--- src/rtl/video_pkg.sv ---
// video_pkg: FSM state encoding and parameter legality check shared by the video shifter.
package video_pkg;
  localparam logic [1:0] ST_BLANK = 2'd0;
  localparam logic [1:0] ST_WAIT  = 2'd1;
  localparam logic [1:0] ST_RUN   = 2'd2;
  function automatic bit bpp_legal(int bpp, int data_w);
    return (bpp == 1 || bpp == 2 || bpp == 4) && (data_w % bpp == 0);
  endfunction
endpackage

--- src/rtl/video_fifo.sv ---
// video_fifo: word FIFO; push on full is dropped unless a pop happens in the same cycle.
module video_fifo #(
  parameter int DATA_W = 8,
  parameter int DEPTH  = 2
) (
  input  logic              clk,
  input  logic              reset,
  input  logic              push,
  input  logic              pop,
  input  logic [DATA_W-1:0] din,
  output logic [DATA_W-1:0] dout,
  output logic              full,
  output logic              empty
);
  localparam int AW = $clog2(DEPTH);
  logic [DATA_W-1:0] mem_q [DEPTH];
  logic [AW:0] wr_q, rd_q;
  logic do_push, do_pop;
  assign empty   = wr_q == rd_q;
  assign full    = wr_q == {~rd_q[AW], rd_q[AW-1:0]};
  assign do_pop  = pop && !empty;
  assign do_push = push && (!full || do_pop);
  assign dout    = mem_q[rd_q[AW-1:0]];
  always_ff @(posedge clk or negedge reset)
    if (!reset) begin
      wr_q <= '0;
      rd_q <= '0;
    end else begin
      if (do_push) wr_q <= wr_q + 1'b1;
      if (do_pop) rd_q <= rd_q + 1'b1;
    end
  always_ff @(posedge clk)
    if (do_push) mem_q[wr_q[AW-1:0]] <= din;
endmodule

--- src/rtl/video_shifter.sv ---
// video_shifter: FIFO-fed pixel serialiser with BLANK/WAIT/RUN control.
// Define VIDEO_SHIFTER_STATS_EN to build the underflow flag and underrun counter.
module video_shifter
  import video_pkg::*;
#(
  parameter int DATA_W = 8,
  parameter int BPP    = 1,
  parameter int DIV_W  = 4,
  parameter int DEPTH  = 2
) (
  input  logic              clk,
  input  logic              reset,
  input  logic              load,
  input  logic [DATA_W-1:0] load_data,
  input  logic              sync,
  input  logic [DIV_W-1:0]  div,
  output logic [BPP-1:0]    pixel,
  output logic              full,
  output logic              underflow,
  output logic [7:0]        urun_cnt
);
  localparam int PIX_N = bpp_legal(BPP, DATA_W) ? DATA_W / BPP : 1;
  localparam int CW = $clog2(PIX_N + 1);
  localparam logic [CW-1:0] PIX_LAST = CW'(PIX_N - 1);
  logic [1:0] state_q, state_d;
  logic [DATA_W-1:0] shift_q, shift_d, fifo_dout;
  logic [DIV_W-1:0] div_cnt_q, div_cnt_d;
  logic [CW-1:0] pix_cnt_q, pix_cnt_d;
  logic empty, pop, tc, last;
  video_fifo #(.DATA_W(DATA_W), .DEPTH(DEPTH)) u_fifo (
    .clk(clk), .reset(reset), .push(load), .pop(pop), .din(load_data),
    .dout(fifo_dout), .full(full), .empty(empty)
  );
  assign tc    = div_cnt_q == '0;
  assign last  = tc && pix_cnt_q == '0;
  assign pixel = state_q == ST_RUN ? shift_q[DATA_W-1 -: BPP] : '0;
  // The last pixel of a word and a fresh word share one edge, so there is no gap pixel.
  always_comb begin
    state_d   = state_q;
    shift_d   = shift_q;
    div_cnt_d = div_cnt_q;
    pix_cnt_d = pix_cnt_q;
    pop       = 1'b0;
    if (!sync) begin
      state_d   = ST_BLANK;
      shift_d   = '0;
      pix_cnt_d = '0;
    end else if (state_q == ST_RUN && !last) begin
      div_cnt_d = tc ? div : div_cnt_q - 1'b1;
      shift_d   = tc ? shift_q << BPP : shift_q;
      pix_cnt_d = tc ? pix_cnt_q - 1'b1 : pix_cnt_q;
    end else if (!empty) begin
      pop       = 1'b1;
      state_d   = ST_RUN;
      shift_d   = fifo_dout;
      div_cnt_d = div;
      pix_cnt_d = PIX_LAST;
    end else begin
      state_d   = ST_WAIT;
      shift_d   = '0;
      pix_cnt_d = '0;
    end
  end
  always_ff @(posedge clk or negedge reset)
    if (!reset) begin
      state_q   <= ST_BLANK;
      shift_q   <= '0;
      div_cnt_q <= '0;
      pix_cnt_q <= '0;
    end else begin
      state_q   <= state_d;
      shift_q   <= shift_d;
      div_cnt_q <= div_cnt_d;
      pix_cnt_q <= pix_cnt_d;
    end
`ifdef VIDEO_SHIFTER_STATS_EN
  logic urun_ev, under_q;
  logic [7:0] cnt_q;
  assign urun_ev = sync && empty && (state_q == ST_BLANK || (state_q == ST_RUN && last));
  always_ff @(posedge clk or negedge reset)
    if (!reset) begin
      under_q <= 1'b0;
      cnt_q   <= '0;
    end else if (urun_ev) begin
      under_q <= 1'b1;
      cnt_q   <= cnt_q + {7'd0, cnt_q != 8'hff};
    end
  assign underflow = under_q;
  assign urun_cnt  = cnt_q;
`else
  assign underflow = 1'b0;
  assign urun_cnt  = 8'd0;
`endif
endmodule

--- config.mk ---
export PLATFORM = sky130hd
export DESIGN_NAME = video_shifter
export DESIGN_NICKNAME = d
export VERILOG_FILES = /design/src/rtl/video_pkg.sv /design/src/rtl/video_fifo.sv /design/src/rtl/video_shifter.sv
export SDC_FILE = /design/constraint.sdc
export NUM_CORES = 1
export LEC_CHECK = 0
export BUFFER_PORTS_ARGS = -buffer_cell sky130_fd_sc_hd__buf_4
export CORE_MARGIN = 5
export CORE_UTILIZATION = 28
export DETAILED_ROUTE_END_ITERATION = 6
export PLACE_DENSITY = 0.47
export SYNTH_ARGS = -nofsm -noshare
export SYNTH_HDL_FRONTEND = slang
export SYNTH_SLANG_ARGS = --single-unit
--- constraint.sdc ---
create_clock -name clk -period 4.49 [get_ports clk]
set_input_delay 0.2245 -clock clk [delete_from_list [all_inputs] [get_ports clk]]
set_output_delay 0.2245 -clock clk [all_outputs]
set_load 0.005 [all_outputs]
==> impl_metrics.json <==
{
  "status": "finished clean",
  "netlist.area_leader.share_pct": 28.6,
  "path_clk_slew_ns": 0.07,
  "syn_to_final_growth_pct": 13.7,
  "wire_per_inst_um": 14.6,
  "synth_area_leaders": "dfrtp_1, edfxtp_1, mux2_2",
  "gp_congestion": 0.811,
  "drcViolationCount": 0,
  "fin_nets": 204,
  "period_minus_slack_ns": 2.66,
  "power_uw": 1580,
  "maxCapViolations": 0,
  "relSlewSlack_pct": 32.4,
  "yosys-mux-area-fraction_pct": 4.68,
  "cts_sinks": 38,
  "critical_path_arrival_ns": 2.58,
  "grt_usage_pct": 9.74,
  "synth_compound_area_share_pct": 19.2,
  "fillers": 694,
  "yosysUniqueCellTypes": 49,
  "drive_gt1_share_pct": 23.0,
  "ys_async_sr_fraction_pct": 57.9,
  "hold_end": "u_fifo.mem_q[1][4]",
  "die_w_um": 92.9,
  "start_kind": "flop",
  "cts_root_buf": "clkbuf_8",
  "cts_buffer_depth": 2,
  "drt_iter0_markers": 88,
  "grt_pass1_wl_um": 6610,
  "crit_chain": "inv_1 -> ha_1 -> or3b_4 -> a22oi_1 -> buf_4 -> nand3_1 -> a21oi_1",
  "p_leak_uw": 0.000866,
  "worstSetupPathType": "flop to flop",
  "worst-slew-pin-transition_ns": 1.01,
  "placedCellCount": 258,
  "die_h_um": 92.9,
  "ys_seq_area_share_pct": 53.5,
  "initial_core_util_pct": 28.5,
  "endpoint_kind": "flop",
  "synth_simple_gate_area_share_pct": 10.7,
  "clock_latency_ns": 0.29,
  "synth_fa_ha_area_share_pct": 1.30,
  "cts_htree_levels": 2,
  "synth_top_area_cell": "dfrtp_1",
  "antenna_left": 0,
  "fmax_mhz": 376,
  "power_density_nw_per_um2": 722,
  "seqPwrFrac_pct": 38.3,
  "ys_seq_elements": 38,
  "design_area_um2": 2190,
  "pre_cts_slack_ns": 1.77,
  "power.internal_uw": 937,
  "synth_xor_area_share_pct": 3.12,
  "fin_skew_ns": 0.00945,
  "cts_tree": "built",
  "r2r_slack_ns": 1.83,
  "worst_path_max_delay_cell": "a21oi_1",
  "fin_tns_setup_ns": 0,
  "synth_top_family_by_area": "compound AO/OA/AOI/OAI gates",
  "switchingPower_uw": 643,
  "timing.rr.start": "pix_cnt_q[0]",
  "rr_worst_depth": 7,
  "setup_violations": 0,
  "setup_ws_ns": 1.83,
  "hp-start": "load_data[4]",
  "p_clk_share_pct": 14.6,
  "whs_path_depth": 1,
  "critPathMaxStageDelay_ns": 0.70,
  "rows": 30,
  "syn_avg_cell_area_um2": 11.5,
  "first_pass_iters": 6,
  "dieArea_um2": 8640,
  "cp_top_family": "compound AO/OA/AOI/OAI gates",
  "pin_count": 27,
  "cts_buffers": 5,
  "ys_warn_count": 0,
  "first_global_vias": 1315,
  "n_antenna_cell": 0,
  "cp_num_buf_inv": 2,
  "slew_violations": 0,
  "hold_viol_final": 0,
  "worstHoldPathType": "input pin to flop",
  "via_count": 1305,
  "required_ns": 4.41,
  "post_cts_buffers": 0,
  "cts_hold_buf": 1,
  "switching_share_pct": 40.7,
  "rsz0062_at_grt": "no",
  "synth_area_um2": 1930,
  "power_frac_comb_pct": 47.1,
  "vdd_ir_drop_max_uv": 258,
  "syn-instance-count": 168,
  "grt_overflow": 0,
  "portBuffers": 17,
  "grt_max_degree": 23,
  "critPathMaxFanout": 12,
  "fin_crit_sh_pct": 59.2,
  "ys.flop_type": "dfrtp_1",
  "routed_wl_um": 3900,
  "antenna_found_initial": 0,
  "cts_resized": 0,
  "routed_via_density": 4.89,
  "final_cells": 267,
  "place_area_um2": 2090,
  "core-area_um2": 6760,
  "r2r_end": "u_fifo.mem_q[1][3]",
  "hpwl_um": 2610,
  "synth_edf_count": 16
}
==> routing by layer <==
| layer | vias to the layer above | wire length [µm] | global-route usage [%] |
|---|---|---|---|
| met1 | 629 | 1930 | 13.5 |
| li1 | 643 | - | - |
| met3 | 5 | 156 | 2.76 |
| met2 | 28 | 1770 | 14.5 |
| met4 | 0 | 39 | 3.30 |
| met5 | - | 0 | 0 |
==> power by group through the flow <==
stage | sequential, µW | combinational (µW) | clock (µW)
2_1_floorplan | 569 | 612 | 0
3_3_place_gp | 612 | 759 | 0
3_5_place_dp | 615 | 748 | 0
4_1_cts | 606 | 753 | 240
5_1_grt | 630 | 826 | 255
6_report | 605 | 744 | 231
==> worst max path at each step <==
stage                             from            endpoint  cells past startpoint
after global routing      pix_cnt_q[0]  u_fifo.mem_q[1][0]                      7
after floorplan           pix_cnt_q[0]  u_fifo.mem_q[1][0]                      6
after detailed placement  pix_cnt_q[0]  u_fifo.mem_q[1][5]                      7
final                     pix_cnt_q[0]  u_fifo.mem_q[1][3]                      7
after global placement    pix_cnt_q[0]  u_fifo.mem_q[1][7]                      7
after CTS                 pix_cnt_q[0]  u_fifo.mem_q[1][3]                      7
==> per-stage QoR <==
stage	utilization, %	hold WS (ns)
floorplan	-	-0.0711
global placement	31.0	0.143
detailed placement	31.0	0.146
CTS	32.4	0.107
global route	32.4	0.0979
finish	32.4	0.113
==> cells in the mapped netlist (2+ instances only) <==
master     number
dfrtp_1        22
edfxtp_1       16
buf_4          11
o21ai_0        11
nor2_1         10
inv_1           8
mux2_2          8
a21oi_1         7
a221oi_1        7
nand3_1         7
nand2_1         6
clkbuf_1        5
xnor2_1         4
o31ai_1         3
a211o_1         2
a211oi_1        2
a2bb2oi_1       2
ha_1            2
nand2b_1        2
nor2b_1         2
nor3_1          2
o311ai_0        2
==> logic make-up (layout without fill, tap and decap cells) <==
| family | count (synthesis) | count (layout) |
|---|---|---|
| compound gates | 49 | 49 |
| flops | 38 | 38 |
| simple gates | 38 | 38 |
| buf+inv | 26 | 37 |
| mux | 8 | 8 |
| xor+xnor | 6 | 6 |
| fa+ha+maj | 2 | 2 |
| other cells | 1 | 9 |
==> placed cells by master, fill, tap and decap left out, types with 3 or more instances in the layout <==
| cell | count |
|---|---|
| dfrtp_1 | 22 |
| buf_4 | 20 |
| edfxtp_1 | 16 |
| o21ai_0 | 11 |
| nor2_1 | 10 |
| conb_1 | 9 |
| inv_1 | 8 |
| mux2_2 | 8 |
| nand3_1 | 7 |
| a21oi_1 | 7 |
| a221oi_1 | 7 |
| nand2_1 | 6 |
| clkbuf_8 | 5 |
| xnor2_1 | 4 |
| o31ai_1 | 3 |
==> worst register-to-register path, cell delays in order (launching register included) <==
cell and delay, ns:
dfrtp_1 0.38, inv_1 0.09, ha_1 0.21, or3b_4 0.42, a22oi_1 0.15, buf_4 0.22
nand3_1 0.13, a21oi_1 0.70
==> registers in the layout (all words and copies together) (netlist names) <==
signal,count
div_cnt_q,4
pix_cnt_q,4
shift_q,8
state_q,2
u_fifo.mem_q,16
u_fifo.rd_q,2
u_fifo.wr_q,2
==> final cells by class <==
cell class                      instances  area (µm²)  area share (%)
Clock inverter                          3        16.3           0.743
Multi-Input combinational cell        112         783            35.8
Timing Repair Buffer                   21         160            7.31
Inverter                                8        30.0            1.37
Clock buffer                            5        68.8            3.14
Sequential cell                        38        1030            47.1
Tap cell                               80         100            4.57
No activity file was read; power rests on OpenSTA's default activity.
